## config.mk

```make
export PLATFORM = sky130hd
export DESIGN_NAME = bk_subtractor_pipe
export DESIGN_NICKNAME = d
export VERILOG_FILES = /design/src/rtl/bk_arith_pkg.sv /design/src/rtl/bk_prefix_half.sv /design/src/rtl/bk_subtractor_pipe.sv
export SDC_FILE = /design/constraint.sdc
export NUM_CORES = 1
export LEC_CHECK = 0
export BUFFER_PORTS_ARGS = -buffer_cell sky130_fd_sc_hd__clkbuf_2
export CAP_MARGIN = 20
export CORE_MARGIN = 1
export CORE_UTILIZATION = 44
export DETAILED_ROUTE_END_ITERATION = 8
export PLACE_DENSITY = 0.69
export SYNTH_ARGS = -nofsm -noshare
export SYNTH_HDL_FRONTEND = slang
export SYNTH_HIERARCHICAL = 1
export SYNTH_SLANG_ARGS = --single-unit
export TNS_END_PERCENT = 5
```

## constraint.sdc

```tcl
create_clock -name clk -period 2 [get_ports clk]
set_input_delay 0.2 -clock clk [delete_from_list [all_inputs] [get_ports clk]]
set_output_delay 0.2 -clock clk [all_outputs]
set_load 0.02 [all_outputs]
```

## src/rtl/bk_arith_pkg.sv

```systemverilog
// bk_arith_pkg: shared Brent-Kung arithmetic types and prefix-cell functions
//   BK_WIDTH : default operand width for the adder/subtractor family
//   gp_t     : generate/propagate pair carried through prefix nodes
//   black    : combines two (g,p) groups into one (g,p) group
//   grey     : resolves a group against an incoming carry, returning a carry
package bk_arith_pkg;
   localparam int BK_WIDTH = 32;
   typedef struct packed {
      logic g;
      logic p;
   } gp_t;
   function automatic gp_t black(input gp_t hi, input gp_t lo);
      gp_t r;
      r.g = hi.g | (hi.p & lo.g);
      r.p = hi.p & lo.p;
      return r;
   endfunction
   function automatic logic grey(input gp_t hi, input logic lo_g);
      return hi.g | (hi.p & lo_g);
   endfunction
endpackage

```

## src/rtl/bk_prefix_half.sv

```systemverilog
// bk_prefix_half: Brent-Kung prefix over N bits with carry-in
//   g, p : per-bit generate/propagate (p is the half-sum bit)
//   cin  : carry into bit 0
//   sum  : p ^ carry for every bit
//   cout : carry out of bit N-1
module bk_prefix_half
   import bk_arith_pkg::*;
#(
   parameter int N = 16
) (
   input  logic [N-1:0] g,
   input  logic [N-1:0] p,
   input  logic         cin,
   output logic [N-1:0] sum,
   output logic         cout
);
   // smallest power of two covering N; the down-sweep starts at half of it
   localparam int TOP = 1 << $clog2(N);
   gp_t        node [N];
   logic [N:0] c;
   always_comb begin
      for (int i = 0; i < N; i++) node[i] = '{g: g[i], p: p[i]};
      // up-sweep: node[i] becomes the group ending at i spanning 2*d bits
      for (int d = 1; d < N; d = d * 2)
         for (int i = 2 * d - 1; i < N; i += 2 * d) node[i] = black(node[i], node[i - d]);
      // down-sweep: fill the remaining positions from already-complete prefixes
      for (int d = TOP / 2; d >= 1; d = d / 2)
         for (int i = 3 * d - 1; i < N; i += 2 * d) node[i] = black(node[i], node[i - d]);
      c[0] = cin;
      for (int i = 0; i < N; i++) c[i + 1] = grey(node[i], cin);
   end
   assign sum  = p ^ c[N-1:0];
   assign cout = c[N];
endmodule

```

## src/rtl/bk_subtractor_pipe.sv

```systemverilog
// bk_subtractor_pipe: 2-stage Brent-Kung subtractor (a - b) behind valid/ready
//   clk, rst_n           : clock, asynchronous active-low reset
//   in_valid/in_ready    : operand handshake for a (minuend) and b (subtrahend)
//   out_valid/out_ready  : result handshake for diff, borrow (a < b), zero (diff == 0)
module bk_subtractor_pipe
   import bk_arith_pkg::*;
#(
   parameter int WIDTH = BK_WIDTH
) (
   input  logic             clk,
   input  logic             rst_n,
   input  logic             in_valid,
   output logic             in_ready,
   input  logic [WIDTH-1:0] a,
   input  logic [WIDTH-1:0] b,
   output logic             out_valid,
   input  logic             out_ready,
   output logic [WIDTH-1:0] diff,
   output logic             borrow,
   output logic             zero
);
   localparam int HALF = WIDTH / 2;
   logic            v1, v2, rdy1, rdy2;
   logic [HALF-1:0] lo_sum, hi_sum;
   logic            lo_cout, hi_cout;
   logic [HALF-1:0] s1_lo, s1_g, s1_p;
   logic            s1_c;
   logic [WIDTH-1:0] nb, full;
   assign nb        = ~b;
   assign rdy2      = !v2 || out_ready;
   assign rdy1      = !v1 || rdy2;
   assign in_ready  = rdy1;
   assign out_valid = v2;
   // lower half resolved with cin=1 to form a + ~b + 1
   bk_prefix_half #(.N(HALF)) u_lo (
      .g   (a[HALF-1:0] & nb[HALF-1:0]),
      .p   (a[HALF-1:0] ^ nb[HALF-1:0]),
      .cin (1'b1),
      .sum (lo_sum),
      .cout(lo_cout)
   );
   // upper half seeded with the registered carry across the split
   bk_prefix_half #(.N(HALF)) u_hi (
      .g   (s1_g),
      .p   (s1_p),
      .cin (s1_c),
      .sum (hi_sum),
      .cout(hi_cout)
   );
   assign full = {hi_sum, s1_lo};
   always_ff @(posedge clk or negedge rst_n) begin
      if (!rst_n) begin
         v1     <= 1'b0;
         v2     <= 1'b0;
         s1_lo  <= '0;
         s1_g   <= '0;
         s1_p   <= '0;
         s1_c   <= 1'b0;
         diff   <= '0;
         borrow <= 1'b0;
         zero   <= 1'b0;
      end else begin
         if (rdy2) v2 <= v1;
         if (rdy1) v1 <= in_valid;
         if (rdy1 && in_valid) begin
            s1_lo <= lo_sum;
            s1_c  <= lo_cout;
            s1_g  <= a[WIDTH-1:HALF] & nb[WIDTH-1:HALF];
            s1_p  <= a[WIDTH-1:HALF] ^ nb[WIDTH-1:HALF];
         end
         if (rdy2 && v1) begin
            diff   <= full;
            borrow <= ~hi_cout;
            zero   <= ~|full;
         end
      end
   end
endmodule
```

==> run_results.csv <==
group,metric,value,unit
sta,hold_violations,0,
sta,fin_crit,2.19,ns
critical_path,critical_path.cell_chain,"buf_4 > a221oi_4 > buf_4 > a21boi_2 > o31ai_2 > a211oi_1 > nor4_1 > nand4_1 > o31ai_2",
critical_path,path_buf_inv,2,
drt,drt-wirelength-per-cell,14.7,um
global_routing,grt_pass1_wl,19600,um
placement,place_area,6420,um^2
finish,syn_to_final_growth,30.0,%
sta,period_share,109,%
global_routing,grt_overflow,0,
drt,vias,4222,
synthesis,ys.flop_type,"dfrtp_1",
pwr,p_leak,0.00333,uW
placement,post-place-ws,-0.263,ns
synthesis,seq_area_frac_synth,40.5,%
hold_path,hold_depth,2,
critical_path,cp_slowest_cell,"dfrtp_2",
critical_path,path_delay_family,"compound AO/OA/AOI/OAI gates",
drt,postRouteAntennaNets,0,
critical_path,r2r_start,"s1_p[3]",
clock_tree,clock_latency,0.34,ns
synthesis,syn_area,5250,um^2
sta,grt_setup_unrepaired,"yes",
clock_tree,cts_root_buf,"clkbuf_16",
pwr,powerDensity,1050,nW/um^2
synthesis,synth_cells,467,
global_routing,grt_max_degree,47,
clock_tree,cts_buffers,9,
clock_tree,cts_tree,"built",
synthesis,synthArstFlopShare,100,%
global_routing,track_usage,19.6,%
drt,first_pass_iters,6,
die,die_h,111,um
die,chipWidth,111,um
clock_tree,h-tree-depth,3,
finish,drive_above_1_share,48.5,%
hold_path,min_from,"in_valid",
sta,max_slew.worst_pin.slew,0.519,ns
sta,skew,0.00763,ns
die,dieArea,12400,um^2
critical_path,r2r_cells,9,
drt,wirelength,11600,um
critical_path,cp-start-kind,"register",
run_status,outcome,"finished with violations",
finish,fin_area,6830,um^2
clock_tree,cts.path.max_buffers,2,
sta,setup_slack,-0.186,ns
die,initial_core_util,45.6,%
job,cap_viol_max_count,0,
clock_tree,cts.sinks,85,
synthesis,synth_area_per_cell,11.2,um^2
critical_path,end_kind,"register",
critical_path,rr_endpoint,"zero",
pwr,combPwrFrac,39.2,%
pwr,switching_share,34.6,%
die,ioPinCount,104,
placement,hpwl,9030,um
finish,nets,745,
pwr,p_clk_share,24.4,%
drt,via_per_inst,5.34,
critical_path,crit_fanout,5,
sta,setup-violations-final,3,
run_status,violations,"DRC, setup timing",
hold_path,hold_path.class,"in2reg",
synthesis,synth_edf_count,0,
placement,place.port_buffers,103,
global_routing,grt_antenna_before_repair,0,
drt,first_iter_violations,229,
finish,n_antenna_cell,0,
pwr,ir_worst_vdd,0.512,mV
synthesis,ys_warn_count,6,
synthesis,ys_types,60,
critical_path,required,2.24,ns
synthesis,synth_seq_cells,85,
die,core,11500,um^2
pwr,p_int,4700,uW
sta,fmax,457,MHz
clock_tree,clkTransAtPathRegs,0.06,ns
critical_path,reg2reg_slack,-0.19,ns
drt,drc_errors,12,
finish,final_common_cell,"clkbuf_2",
critical_path,worstPathArrival,2.43,ns
hold_path,holdPathEnd,"v1",
pwr,power.switching,2490,uW
pwr,seqPwrFrac,36.4,%
critical_path,max_stage_delay,0.43,ns
finish,final_cell_mix,"102 x clkbuf_2, 84 x dfrtp_1, 70 x mux2_2, 70 x buf_4, 43 x inv_1",
critical_path,critPathKind,"reg2reg",
sta,slew_headroom,65.4,%
placement,gp_congestion,0.909,
die,rows,39,
global_routing,grt_pass1_vias,4211,
sta,slew_violations,0,
==> synthesized netlist by cell type, types with 3 or more instances <==
master / instances / area [um^2]
a31oi_1: 4 / 25.0
o21a_1: 12 / 90.1
mux2_4: 10 / 150
nand2_1: 8 / 30.0
xor2_1: 6 / 52.6
nand4_1: 6 / 37.5
a211oi_2: 4 / 50.1
mux2_2: 71 / 800
a21o_1: 4 / 30.0
a21oi_1: 16 / 80.1
buf_6: 5 / 56.3
buf_4: 3 / 22.5
inv_1: 43 / 161
o21ai_0: 8 / 40.0
xnor2_1: 12 / 105
ha_1: 34 / 425
a2111oi_0: 4 / 35.0
a211oi_1: 4 / 30.0
nand3_1: 6 / 30.0
nor2_1: 32 / 120
nor3_1: 6 / 30.0
nor4_1: 8 / 50.1
dfrtp_1: 85 / 2130
mux2i_1: 3 / 30.0
nand2b_1: 3 / 18.8
a21bo_2: 3 / 30.0
o21ai_1: 4 / 20.0
o31ai_1: 5 / 37.5
==> final cells by class <==
type / count / area, um^2
Fill cell: 946 / 4690
Multi-Input combinational cell: 326 / 2930
Sequential cell: 85 / 2130
Timing Repair Buffer: 176 / 1110
Clock buffer: 10 / 229
Tap cell: 143 / 179
Inverter: 45 / 169
Clock inverter: 6 / 86.3
==> sequential cells by signal, indices dropped and copies added, names as in the netlist <==
name / count
s1_c: 1
s1_lo: 16
borrow: 1
s1_g: 16
diff: 32
out_valid: 1
v1: 1
zero: 1
s1_p: 16
==> per-stage QoR <==
| step | cells | utilization (%) | hold WS [ns] | power [uW] | setup TNS (ns) |
|---|---|---|---|---|---|
| after floorplan | 468 | - | -0.0956 | 4290 | -0.0490 |
| after global placement | 773 | 55.7 | 0.204 | 5290 | -0.966 |
| after detailed placement | 773 | 55.7 | 0.215 | 5390 | -1.52 |
| after CTS | 791 | 59.0 | 0.100 | 7210 | -0.388 |
| after global routing | 791 | 59.3 | 0.113 | 7600 | -0.748 |
| final | 791 | 59.3 | 0.111 | 7190 | -0.418 |
==> power groups by stage <==
stage	logic (uW)	clock network, uW	registers [uW]
floorplan	1340	0	2950
global placement	2680	0	2620
detailed placement	2750	0	2640
CTS	2810	1790	2610
global route	3050	1880	2670
finish	2820	1750	2610
==> kinds of logic after synthesis <==
group | count (synthesis) | share of synthesized area [%]
other | 1 | 0.0714
adders and majority gates | 34 | 8.10
xor gates and xnor gates | 18 | 3.00
AOI/OAI and AO/OA | 98 | 14.6
and+or+nand+nor | 90 | 9.51
muxes | 84 | 18.7
buffers and inverters | 57 | 5.58
DFF | 85 | 40.5
==> routing by layer <==
metal	track usage, %	part of all wire, %
met4	6.31	1.3
met2	33.3	49
met1	24.7	44
met3	4.26	5.8
met5	0	0
==> worst max path at each step <==
stage	startpoint	endpoint	cells after the start
6_report	s1_p[3]	zero	9
3_5_place_dp	s1_p[3]	zero	8
4_1_cts	s1_p[3]	zero	8
3_3_place_gp	s1_p[3]	zero	8
2_1_floorplan	s1_p[3]	zero	8
5_1_grt	s1_p[3]	zero	8
==> timing repair <==
action                                  in CTS  in global routing
endpoints found under the setup margin       3                  6
pin swaps                                    6                  4
setup buffers                                1                  0
resized for setup                            7                  9
hold buffers                                 1                  0
hold endpoints to repair                    39                  0
Power figures use the tool's default switching activity.
